**config.mk**
```make
export PLATFORM = sky130hd
export DESIGN_NAME = prog_loader
export DESIGN_NICKNAME = d
export VERILOG_FILES = /design/src/rtl/loader_pkg.sv /design/src/rtl/instr_assembler.sv /design/src/rtl/prog_loader.sv
export SDC_FILE = /design/constraint.sdc
export NUM_CORES = 1
export LEC_CHECK = 0
export CAP_MARGIN = 20
export CORE_ASPECT_RATIO = 0.8
export CORE_MARGIN = 2
export CORE_UTILIZATION = 50
export CTS_CLUSTER_SIZE = 16
export DETAILED_ROUTE_END_ITERATION = 8
export PLACE_DENSITY = 0.84
export SLEW_MARGIN = 0
export SYNTH_ARGS = -nofsm -noshare
export SYNTH_HDL_FRONTEND = slang
export SYNTH_HIERARCHICAL = 1
export SYNTH_SLANG_ARGS = --single-unit
```
**constraint.sdc**
```tcl
create_clock -name clk -period 2 [get_ports clk]
set_input_delay 0.6 -clock clk [delete_from_list [all_inputs] [get_ports clk]]
set_output_delay 0.6 -clock clk [all_outputs]
set_load 0.05 [all_outputs]
```
**src/rtl/loader_pkg.sv**
```systemverilog
// Shared types and helpers for the picoMIPS boot-time program loader.
package loader_pkg;

    typedef enum logic [2:0] {
        S_COUNT = 3'd0,
        S_DATA  = 3'd1,
        S_CHECK = 3'd2,
        S_RUN   = 3'd3,
        S_ERR   = 3'd4
    } state_t;

    // Bytes per instruction for a given instruction width.
    function automatic int unsigned bpi_of(input int unsigned isize);
        return isize / 8;
    endfunction

endpackage

```
**src/rtl/instr_assembler.sv**
```systemverilog
// Shifts stream bytes (MSB first) into an instruction and flags the byte that completes it.
module instr_assembler
    import loader_pkg::*;
#(
    parameter int unsigned Isize = 24
) (
    input  logic             clk,
    input  logic             rst_n,
    input  logic             i_clr,
    input  logic             i_shift,
    input  logic [7:0]       i_byte,
    output logic [Isize-1:0] o_instr,
    output logic             o_last
);

    localparam int unsigned BPI = bpi_of(Isize);
    localparam int unsigned IW  = (BPI > 1) ? $clog2(BPI) : 1;

    logic [Isize-1:0] r_shift;
    logic [IW-1:0]    r_idx;

    // The completing byte is merged combinationally so the write can be registered on its edge.
    assign o_instr = (r_shift << 8) | Isize'(i_byte);
    assign o_last  = (r_idx == IW'(BPI - 1));

    always_ff @(posedge clk or negedge rst_n) begin
        if (!rst_n) begin
            r_shift <= '0;
            r_idx   <= '0;
        end else if (i_clr) begin
            r_shift <= '0;
            r_idx   <= '0;
        end else if (i_shift) begin
            r_shift <= o_instr;
            r_idx   <= o_last ? '0 : r_idx + IW'(1);
        end
    end

endmodule

```
**src/rtl/prog_loader.sv**
```systemverilog
// Boot-time loader: parses count/data/check frames, writes program memory, gates the core.
module prog_loader
    import loader_pkg::*;
#(
    parameter int unsigned Psize = 6,
    parameter int unsigned Isize = 24
) (
    input  logic             clk,
    input  logic             reset,
    input  logic [7:0]       in_data,
    input  logic             in_valid,
    output logic             in_ready,
    input  logic             load_req,
    output logic             wr_en,
    output logic [Psize-1:0] wr_addr,
    output logic [Isize-1:0] wr_data,
    output logic             cpu_hold,
    output logic             done,
    output logic             error
);

    localparam int unsigned CW   = Psize + 1;
    localparam int unsigned IMAX = 1 << Psize;

    state_t           r_state, w_state_nxt;
    logic [CW-1:0]    r_cnt, w_cnt_nxt;
    logic [CW-1:0]    r_inum, w_inum_nxt;
    logic [7:0]       r_csum, w_csum_nxt;
    logic             r_wr_en, w_wr_en_nxt;
    logic [Psize-1:0] r_wr_addr, w_wr_addr_nxt;
    logic [Isize-1:0] r_wr_data, w_wr_data_nxt;
    logic             r_cpu_hold, w_cpu_hold_nxt;
    logic             r_done, w_done_nxt;
    logic             r_error, w_error_nxt;
    logic             w_accept, w_asm_clr, w_asm_shift, w_last;
    logic [Isize-1:0] w_instr;
    logic [CW-1:0]    w_inum_inc;

    assign in_ready   = ((r_state == S_COUNT) || (r_state == S_DATA) || (r_state == S_CHECK))
                        && !load_req;
    assign w_accept   = in_valid && in_ready;
    assign w_inum_inc = r_inum + CW'(1);

    instr_assembler #(.Isize(Isize)) u_asm (
        .clk     (clk),
        .rst_n   (reset),
        .i_clr   (w_asm_clr),
        .i_shift (w_asm_shift),
        .i_byte  (in_data),
        .o_instr (w_instr),
        .o_last  (w_last)
    );

    // Next-state and next-output logic.
    always_comb begin
        w_state_nxt    = r_state;
        w_cnt_nxt      = r_cnt;
        w_inum_nxt     = r_inum;
        w_csum_nxt     = r_csum;
        w_wr_en_nxt    = 1'b0;
        w_wr_addr_nxt  = r_wr_addr;
        w_wr_data_nxt  = r_wr_data;
        w_cpu_hold_nxt = r_cpu_hold;
        w_done_nxt     = 1'b0;
        w_error_nxt    = r_error;
        w_asm_clr      = 1'b0;
        w_asm_shift    = 1'b0;

        if (load_req) begin
            w_state_nxt    = S_COUNT;
            w_cpu_hold_nxt = 1'b1;
            w_error_nxt    = 1'b0;
            w_inum_nxt     = '0;
            w_csum_nxt     = '0;
            w_wr_addr_nxt  = '0;
            w_asm_clr      = 1'b1;
        end else if (w_accept) begin
            case (r_state)
                S_COUNT: begin
                    if (32'(in_data) > IMAX) begin
                        w_state_nxt = S_ERR;
                        w_error_nxt = 1'b1;
                    end else begin
                        // A zero count selects the full 2^Psize image.
                        w_cnt_nxt     = (in_data == 8'd0) ? CW'(IMAX) : CW'(in_data);
                        w_inum_nxt    = '0;
                        w_csum_nxt    = in_data;
                        w_wr_addr_nxt = '0;
                        w_asm_clr     = 1'b1;
                        w_state_nxt   = S_DATA;
                    end
                end
                S_DATA: begin
                    w_asm_shift = 1'b1;
                    w_csum_nxt  = r_csum ^ in_data;
                    if (w_last) begin
                        w_wr_en_nxt   = 1'b1;
                        w_wr_addr_nxt = r_inum[Psize-1:0];
                        w_wr_data_nxt = w_instr;
                        w_inum_nxt    = w_inum_inc;
                        if (w_inum_inc == r_cnt) begin
                            w_state_nxt = S_CHECK;
                        end
                    end
                end
                S_CHECK: begin
                    if (in_data == r_csum) begin
                        w_state_nxt    = S_RUN;
                        w_cpu_hold_nxt = 1'b0;
                        w_done_nxt     = 1'b1;
                    end else begin
                        w_state_nxt = S_ERR;
                        w_error_nxt = 1'b1;
                    end
                end
                default: begin
                end
            endcase
        end
    end

    always_ff @(posedge clk or negedge reset) begin
        if (!reset) begin
            r_state    <= S_COUNT;
            r_cnt      <= '0;
            r_inum     <= '0;
            r_csum     <= '0;
            r_wr_en    <= 1'b0;
            r_wr_addr  <= '0;
            r_wr_data  <= '0;
            r_cpu_hold <= 1'b1;
            r_done     <= 1'b0;
            r_error    <= 1'b0;
        end else begin
            r_state    <= w_state_nxt;
            r_cnt      <= w_cnt_nxt;
            r_inum     <= w_inum_nxt;
            r_csum     <= w_csum_nxt;
            r_wr_en    <= w_wr_en_nxt;
            r_wr_addr  <= w_wr_addr_nxt;
            r_wr_data  <= w_wr_data_nxt;
            r_cpu_hold <= w_cpu_hold_nxt;
            r_done     <= w_done_nxt;
            r_error    <= w_error_nxt;
        end
    end

    assign wr_en    = r_wr_en;
    assign wr_addr  = r_wr_addr;
    assign wr_data  = r_wr_data;
    assign cpu_hold = r_cpu_hold;
    assign done     = r_done;
    assign error    = r_error;

endmodule
```
==> impl_metrics.ini, run 1 <==
[floorplanning]
io_pins = 47
die_height_um = 80.3
die_w_um = 99.4
dieArea_um2 = 7980
initial_utilization = 0.523
core_um2 = 6960
rows = 27

[sta]
min_period_ns = 1.95
setup_slack_ns = 0.0476
slew_headroom = 0.663
finClkSkew_ns = 0.00648
finalSetupViolations = 0
rsz0062_at_grt = yes
fmax_mhz = 512
fin_hold_ws_ns = 0.208
worstMarginPinSlew_ns = 0.505
min_period_over_period = 0.976
fin_tns_setup_ns = 0
hold_violations = 0
slew_viol_final = 0

[clocking]
cts_sinks = 77
clockBufferDepth = 2
cts_tree = built
clk_pin_slew_ns = 0.08
worstSkewPairLatency_ns = 0.36
cts_root_buffer = clkbuf_8
cts_buffers = 9
cts_max_level = 3
hold_buffers = 0

[status]
outcome = completed

[worst_setup_path]
r2r_slack_ns = 0.13
startpoint_type = primary input
cp_top_family = simple AND/OR/NAND/NOR gates
worstReg2RegStart = r_state[1]
worst-path-max-fanout = 5
rr_worst_depth = 5
worstPathArrival_ns = 2.20
crit_top_cell = nor4_4
max_stage_delay_ns = 0.33
crit_chain = buf_2 -> nor4_4 -> a21oi_2 -> nor4_4 -> and3_4 -> buf_6 -> mux2_2
slowest_stage = mux2_2
endpoint_kind = flip-flop
path_class = primary input to flip-flop
required_ns = 2.25
crit_buf_inv = 2
reg2reg_to = r_inum[1]

[global_route]
grt-ovfl-total = 0
grt_pass1_vias = 2891
grt_pass1_wl_um = 14500
grt.total_usage = 0.237
antenna_found_initial = 0
grt_max_degree = 38

[synth]
seq_area_frac_synth = 0.530
synth_area_per_cell_um2 = 10.1
yosysMostFrequentCell = nand2_1
ys_ff_latch = 77
netlist_area_um2 = 3640
synth_async_sr_flop_share = 1.00
synth_top_area_frac = 0.523
synth-edff-count = 0
synth_area_leaders = dfrtp_1 (52%), nand2_1 (8.3%), mux2i_1 (5.0%)
yosysWarnings = 6
ys.flop_type = dfrtp_1
yosys-top-cells-count = nand2_1 (80), dfrtp_1 (76), nor2_1 (29)
synth_top_cell_by_area = dfrtp_1
syn-instance-count = 361
synth_nets = 374
synth.distinct_cells = 46

[placed_design]
place_hpwl_um = 6000
portBuffers = 46
placed_area_um2 = 4240
place_congestion = 0.864
place_ws_ns = -0.778
placed_cells = 500

[route]
drc_errors = 0
drt-initial-drc-count = 132
drtPass1Iterations = 5
wire_per_inst_um = 16.9
wirelength_um = 8870
num_vias = 2939
vias_per_cell = 5.61
ant_nets = 0

[cells_and_area]
stdcell_area_um2 = 4570
nNetsFinal = 447
fin_util = 0.657
area_delta_synth_final_pct = 25.7
drive_gt1_frac = 0.304
antenna_cells = 0
fill_cells = 537
final_cells = 524

[flow_run]
maxCapViolCount = 0

[power_and_ir_drop]
finalPower_mw = 3.47
ir_drop_v = 0.000485
p_leak_nw = 2.20
power_density_nw_per_um2 = 760

[min_path]
worst_hold_path_type = primary input to asynchronous set/reset pin
==> area by class of cell <==
cell class                 count  area, um^2  area share
timing repair buffer          90         747       0.163
clock buffer                   9         124      0.0271
tap                           87         109      0.0238
multi-input combinational    252        1580       0.346
clock inverter                 5        62.6      0.0137
sequential                    77        1930       0.422
inverter                       4        15.0     0.00328
==> worst max path at each step <==
stage / start / end / slack (ns) / cells after the start
finish: in_data[3] / r_cnt[2] / 0.05 / 7
global route: in_data[3] / r_csum[7] / -0.01 / 8
global placement: in_data[5] / u_asm/r_shift[2] / -0.67 / 8
detailed placement: in_data[5] / r_cnt[4] / -0.78 / 7
floorplan: in_data[5] / u_asm/r_shift[7] / -0.08 / 9
CTS: in_data[3] / r_cnt[0] / 0.001 / 7
==> what timing repair did <==
item / CTS / global route
setup endpoints to repair: 74 / 69
pin swaps: 7 / 2
setup buffers: 7 / 1
resized for setup: 34 / 17
gates cloned: 2 / 0
==> registers in the layout, summed over array words and instances (netlist names) <==
register       flops
cpu_hold           1
done               1
error              1
r_cnt              7
r_csum             8
r_inum             7
r_state            3
u_asm/r_idx        2
u_asm/r_shift     16
wr_addr            6
wr_data           24
wr_en              1
==> routing by layer <==
metal / track usage / share of wire / vias up
met2: 0.366 / 0.48 / 87
met4: 0.0644 / 0.013 / 0
met5: 0 / 0 / -
met1: 0.327 / 0.44 / 1461
li1: - / - / 1375
met3: 0.0688 / 0.071 / 16
==> cells by family after synthesis <==
kind of cell / synth area share
AND/OR/NAND/NOR: 0.177
buffers and inverters: 0.0605
flip-flops: 0.530
XOR/XNOR: 0.0385
adder cells (fa/ha/maj): 0.00344
AO/OA/AOI/OAI: 0.123
multiplexers: 0.0681
==> placed cells by master (no fill, tap or decap), types with 2 or more instances in the layout <==
cell type,Yosys,final
a21oi_1,15,12
buf_4,11,72
buf_2,9,3
nor4_4,0,2
nand3b_1,2,2
nand2_1,80,80
nand3_1,5,4
clkdlybuf4s15_2,0,3
a21oi_2,1,3
buf_12,1,4
dlygate4sd2_1,0,2
buf_6,2,4
dfrtp_1,76,73
mux2_2,6,5
o21a_1,3,2
nand4_1,3,3
inv_1,4,4
a22o_1,7,7
clkinvlp_4,0,2
xor2_1,4,4
nor2_1,29,28
o21ai_2,3,3
nand2b_1,3,3
xnor2_1,12,12
and3_1,4,3
a31oi_1,4,4
mux2i_1,18,18
or2_4,0,2
dfrtp_2,0,3
o21ai_0,20,20
nor3_1,6,4
a32o_1,8,8
clkbuf_8,0,9
==> power by group <==
part | internal [mW] | leakage (nW) | switching (mW) | total, mW
Combinational | 0.277 | 1.07 | 0.284 | 0.561
Sequential | 1.65 | 1.05 | 0.109 | 1.76
Clock | 0.568 | 0.0878 | 0.588 | 1.16
Total | 2.49 | 2.20 | 0.982 | 3.47
==> worst reg2reg max path, delay by kind of cell (launching register included) <==
| family | cells | cell delay (ns) |
|---|---|---|
| flops | 1 | 0.40 |
| compound gates | 2 | 0.51 |
| buf+inv | 2 | 0.37 |
| simple gates | 1 | 0.53 |
Power figures use the tool's default switching activity.
==> inputs of run 2 (changes only) <==
Settings changed: GPL_TIMING_DRIVEN set to 1, HOLD_SLACK_MARGIN set to 0.03.
==> results of run 2 <==
No change in the layout: final DEF, timing and power equal those of run 1.
